===== src/rtl/r_exec_pipe.sv =====
// Two-stage R-type execute pipe (ID/EX, EX/WB) with forwarding, writeback handshake and debug read port.
// Optional feature: define R_EXEC_SLT_EN to enable slt/sltu.
module r_exec_pipe (
    input  logic        clk,
    input  logic        rst_n,
    input  logic        instr_valid,
    input  logic [31:0] instr,
    output logic        instr_ready,
    output logic        wb_valid,
    input  logic        wb_ready,
    output logic [4:0]  wb_addr,
    output logic [31:0] wb_data,
    output logic        illegal,
    input  logic [4:0]  dbg_addr,
    output logic [31:0] dbg_data
);
    localparam logic [5:0] F_ADD  = 6'b100000;
    localparam logic [5:0] F_SUB  = 6'b100010;
    localparam logic [5:0] F_SRL  = 6'b000010;
    localparam logic [5:0] F_SLL  = 6'b000000;
    localparam logic [5:0] F_AND  = 6'b100100;
    localparam logic [5:0] F_OR   = 6'b100101;
    localparam logic [5:0] F_SLT  = 6'b101010;
    localparam logic [5:0] F_SLTU = 6'b101011;

    logic [31:0] rf_q [32];

    logic        idex_vld_q;
    logic [4:0]  idex_rd_q, idex_sh_q;
    logic [5:0]  idex_fn_q;
    logic [31:0] idex_a_q, idex_b_q;

    logic        wbv_q, ill_q;
    logic [4:0]  wba_q;
    logic [31:0] wbd_q;

    logic        stall, acc, legal_d;
    logic [31:0] exres_d, op_a_d, op_b_d;

    wire [5:0] opc = instr[31:26];
    wire [4:0] rs  = instr[25:21];
    wire [4:0] rt  = instr[20:16];
    wire [4:0] rd  = instr[15:11];
    wire [4:0] sh  = instr[10:6];
    wire [5:0] fn  = instr[5:0];

    assign stall       = wbv_q && !wb_ready;
    assign instr_ready = !stall;
    assign acc         = instr_valid && instr_ready;
    assign wb_valid    = wbv_q;
    assign wb_addr     = wba_q;
    assign wb_data     = wbd_q;
    assign illegal     = ill_q;
    assign dbg_data    = (dbg_addr == 5'd0) ? 32'd0 : rf_q[dbg_addr];

    always_comb begin
        legal_d = 1'b0;
        if (opc == 6'd0) begin
            case (fn)
                F_ADD, F_SUB, F_SRL, F_SLL, F_AND, F_OR: legal_d = 1'b1;
`ifdef R_EXEC_SLT_EN
                F_SLT, F_SLTU:                           legal_d = 1'b1;
`endif
                default:                                 legal_d = 1'b0;
            endcase
        end
    end

    always_comb begin
        exres_d = 32'd0;
        case (idex_fn_q)
            F_ADD:   exres_d = idex_a_q + idex_b_q;
            F_SUB:   exres_d = idex_a_q - idex_b_q;
            F_SRL:   exres_d = idex_b_q >> idex_sh_q;
            F_SLL:   exres_d = idex_b_q << idex_sh_q;
            F_AND:   exres_d = idex_a_q & idex_b_q;
            F_OR:    exres_d = idex_a_q | idex_b_q;
`ifdef R_EXEC_SLT_EN
            F_SLT:   exres_d = {31'd0, $signed(idex_a_q) < $signed(idex_b_q)};
            F_SLTU:  exres_d = {31'd0, idex_a_q < idex_b_q};
`endif
            default: exres_d = 32'd0;
        endcase
    end

    // Youngest producer wins; rd=0 results never match since r0 is short-circuited.
    function automatic logic [31:0] fwd(input logic [4:0] r);
        if (r == 5'd0)                      return 32'd0;
        else if (idex_vld_q && idex_rd_q == r) return exres_d;
        else if (wbv_q && wba_q == r)       return wbd_q;
        else                                return rf_q[r];
    endfunction

    always_comb begin
        op_a_d = fwd(rs);
        op_b_d = fwd(rt);
    end

    always_ff @(posedge clk) begin
        if (!rst_n) begin
            idex_vld_q <= 1'b0;
            wbv_q      <= 1'b0;
            wba_q      <= 5'd0;
            wbd_q      <= 32'd0;
            ill_q      <= 1'b0;
            for (int k = 0; k < 32; k++) rf_q[k] <= 32'(k);
        end else begin
            ill_q <= acc && !legal_d;
            if (wbv_q && wb_ready && wba_q != 5'd0) rf_q[wba_q] <= wbd_q;
            if (!stall) begin
                idex_vld_q <= acc && legal_d;
                if (acc) begin
                    idex_rd_q <= rd;
                    idex_sh_q <= sh;
                    idex_fn_q <= fn;
                    idex_a_q  <= op_a_d;
                    idex_b_q  <= op_b_d;
                end
                wbv_q <= idex_vld_q;
                if (idex_vld_q) begin
                    wba_q <= idex_rd_q;
                    wbd_q <= exres_d;
                end
            end
        end
    end
endmodule


===== config.mk =====
export PLATFORM = sky130hd
export DESIGN_NAME = r_exec_pipe
export DESIGN_NICKNAME = d
export VERILOG_FILES = /design/src/rtl/r_exec_pipe.sv
export SDC_FILE = /design/constraint.sdc
export NUM_CORES = 2
export LEC_CHECK = 0
export CAP_MARGIN = 20
export CORE_ASPECT_RATIO = 1.75
export CORE_MARGIN = 4
export CORE_UTILIZATION = 50
export DETAILED_ROUTE_END_ITERATION = 12
export HOLD_SLACK_MARGIN = 0.02
export PLACE_DENSITY = 0.77
export SYNTH_ARGS = -nofsm -noshare
export SYNTH_HDL_FRONTEND = slang
export SYNTH_SLANG_ARGS = --single-unit
export TNS_END_PERCENT = 50

===== constraint.sdc =====
create_clock -name clk -period 4.8 [get_ports clk]
set_input_delay 0.72 -clock clk [delete_from_list [all_inputs] [get_ports clk]]
set_output_delay 0.72 -clock clk [all_outputs]
set_load 0.02 [all_outputs]

==> impl_metrics.py <==
metrics = {
    "global_route": {
        "grt_remaining_overflow": 0,
        "grt_pass1_wl_mm": 388,
        "track_usage_pct": 35.5,
        "antenna_found_initial": 22,
        "grt_max_degree": 88,
        "grt_pass1_vias": 53700,
    },
    "timing": {
        "hold_viol": 0,
        "min_period_over_period_pct": 96.2,
        "worstMarginPinSlew_ns": 1.23,
        "fin_worst_skew_ns": 0.0397,
        "setup_tns_ns": 0,
        "rsz0062_at_grt": "false",
        "setup_viol": 0,
        "clock.fmax_mhz": 217,
        "slew_violations": 0,
        "relSlewSlack_pct": 18.2,
        "layout_min_cycle_time_ns": 4.62,
    },
    "yosys": {
        "synthArstFlopShare_pct": 0,
        "syn_inst": 5094,
        "synth_largest_area_cell": "edfxtp_1",
        "syn_avg_cell_area_um2": 14.5,
        "yosys_warnings": 0,
        "ys_top_cells_by_area": "edfxtp_1 (45%), mux4_2 (30%), and2_1 (7.8%)",
        "synth_cell_types": 79,
        "ys_ff_latch": 1144,
        "synthTopCellsByCount": "edfxtp_1 (1104), mux4_2 (997), and2_1 (916)",
        "synth.most_common_cell": "edfxtp_1",
        "yosysSeqAreaShare_pct": 46.1,
        "syn_area_um2": 73700,
        "yosysTopAreaCellShare_pct": 45.0,
        "synth_edf_count": 1104,
        "synth_ff_type": "edfxtp_1",
    },
    "final_layout": {
        "final_cells": 7114,
        "fin_util_pct": 56.6,
        "nNetsFinal": 5209,
        "nFillCells": 11000,
        "drive_above_1_share_pct": 32.0,
        "multi_input_area_um2": 38200,
        "seq_area_um2": 34000,
        "area_growth_pct": 12.5,
    },
    "setup_path": {
        "required_ns": 5.28,
        "rrSetupSlack_ns": 0.18,
        "cp.arrival_ns": 5.09,
        "start_kind": "flop",
        "endpoint_kind": "flop",
        "worstPathMaxFanout": 15,
        "crit_type": "reg -> reg",
    },
    "clocking": {
        "clkLatencyLatePin_ns": 0.76,
        "cts_max_level": 3,
        "cts_buffers": 102,
        "clock-sinks": 1144,
        "root_buffer": "clkbuf_16",
        "cts_hold_buf": 0,
        "cts.clk_slew.worst_paths_ns": 0.07,
        "cts_tree": "built",
        "cts.path.max_buffers": 3,
    },
    "drt": {
        "ant_nets": 0,
        "vias": 53200,
        "drc_errors": 0,
        "dr.first_iter.drc_count": 8517,
        "drt-total-wl_mm": 276,
        "wl_per_cell_um": 38.8,
        "dr.pass1.iters": 6,
        "viasPerCell": 7.48,
    },
    "floorplan": {
        "die_area_um2": 154000,
        "core_area_um2": 147000,
        "start_util_pct": 50.3,
        "io_pins": 113,
        "die_w_um": 298,
        "fp.dieH_um": 516,
        "rows": 186,
    },
    "power": {
        "p_clk_share_pct": 35.2,
        "worst_ir_drop_vdd_v": 0.000302,
        "p_sw_w": 0.00667,
        "intPower_w": 0.0179,
        "combPwrFrac_pct": 17.5,
        "p_total_w": 0.0246,
        "seqPwrFrac_pct": 47.3,
        "p_leak_nw": 28.4,
        "power_density_nw_per_um2": 296,
        "netSwitchingFraction_pct": 27.2,
    },
    "run_status": {
        "status": "complete, no violations",
    },
    "place": {
        "gp_congestion": 1.07,
        "dpl.hpwl_mm": 181,
        "portBuffers": 112,
        "dp.cells": 6901,
    },
    "flow_run": {
        "max_cap_viol_count": 0,
    },
    "min_path": {
        "hold_path_class": "in -> reg",
    },
}
layout make-up:
type	instances	share of cell area (%)
sequential	1144	40.9
clock buffer	120	3.16
antenna	11	0.0332
inverter	24	0.110
clock inverter	74	0.988
multi-input combinational	3370	46.1
tap	1880	2.84
timing repair buffer	491	5.85
metal layers:
layer  vias up  wire [um]  track usage (%)
li1      20300          -                -
met1     26500      79300             39.1
met2      4943     132000             57.9
met3      1420      36300             9.85
met4        12      27500             29.0
met5         -         81                0
cells in the final DEF, fill, tap and decap left out, types with 92 or more instances in the layout:
cell type | Yosys | final
a21oi_1 | 175 | 172
and2_1 | 916 | 915
buf_4 | 3 | 319
clkbuf_16 | 0 | 102
clkdlybuf4s50_1 | 0 | 96
edfxtp_1 | 1104 | 1104
mux2i_1 | 180 | 180
mux4_2 | 997 | 997
nor2_1 | 268 | 236
o21ai_0 | 129 | 92
through the flow:
stage               hold WS, ns  cell area (um2)  worst slack, ns
floorplan                 0.499            73800            0.373
global placement          0.573            79200           -0.209
detailed placement        0.592            79200           -0.163
CTS                       0.406            82700           0.0385
finish                    0.442            82900            0.185
global route              0.444            82900          0.00382
kinds of logic (layout without fill, tap and decap cells):
| logic type | Yosys count | count (layout) | share of synthesized area, % |
|---|---|---|---|
| compound gates | 524 | 524 | 4.33 |
| xor+xnor | 68 | 68 | 0.818 |
| fa+ha+maj | 66 | 66 | 1.03 |
| buf+inv | 611 | 709 | 3.22 |
| flops | 1144 | 1144 | 46.1 |
| mux | 1188 | 1188 | 33.1 |
| other cells | 1 | 43 | 0.00509 |
| simple gates | 1492 | 1492 | 11.5 |
what timing repair did:
item	CTS	global route
pin swaps	0	3
setup endpoints to repair	5	25
setup buffers	0	1
resized for setup	2	13
critical path, stage by stage (launching register included):
cell and delay (ns):
edfxtp_1 0.42, or3_1 0.45, or4_1 0.48, buf_4 0.24
nand2_1 0.10, xor2_1 0.16, ha_1 0.32, a211oi_1 0.32
o21bai_1 0.18, a31oi_1 0.28, o211ai_1 0.25, buf_4 0.21
o21a_1 0.16, or3_1 0.30, a31oi_1 0.22, buf_4 0.16
o22ai_1 0.08
sequential cells by signal, summed over array words and instances, names as in the netlist:
register    cells
idex_a_q       32
idex_b_q       32
idex_fn_q       6
idex_rd_q       5
idex_sh_q       5
idex_vld_q      1
illegal         1
rf_q         1024
wb_addr         5
wb_data        32
wb_valid        1
power groups by stage:
stage / sequential (W) / combinational [W] / clock, W
5_1_grt: 0.0116 / 0.00442 / 0.00904
4_1_cts: 0.0116 / 0.00417 / 0.00864
6_report: 0.0116 / 0.00429 / 0.00865
3_3_place_gp: 0.0118 / 0.00413 / 0
2_1_floorplan: 0.0117 / 0.00266 / 0
3_5_place_dp: 0.0118 / 0.00415 / 0
worst paths after layout:
| path | startpoint | to | depth (start not counted) |
|---|---|---|---|
| setup / recovery | idex_fn_q[3] | idex_b_q[19] | 16 |
| hold / removal | rst_n | idex_vld_q | 2 |
| setup reg to reg | idex_fn_q[3] | idex_b_q[19] | 16 |
| hold reg to reg | idex_vld_q | wb_valid | 2 |
Power figures use the tool's default switching activity.
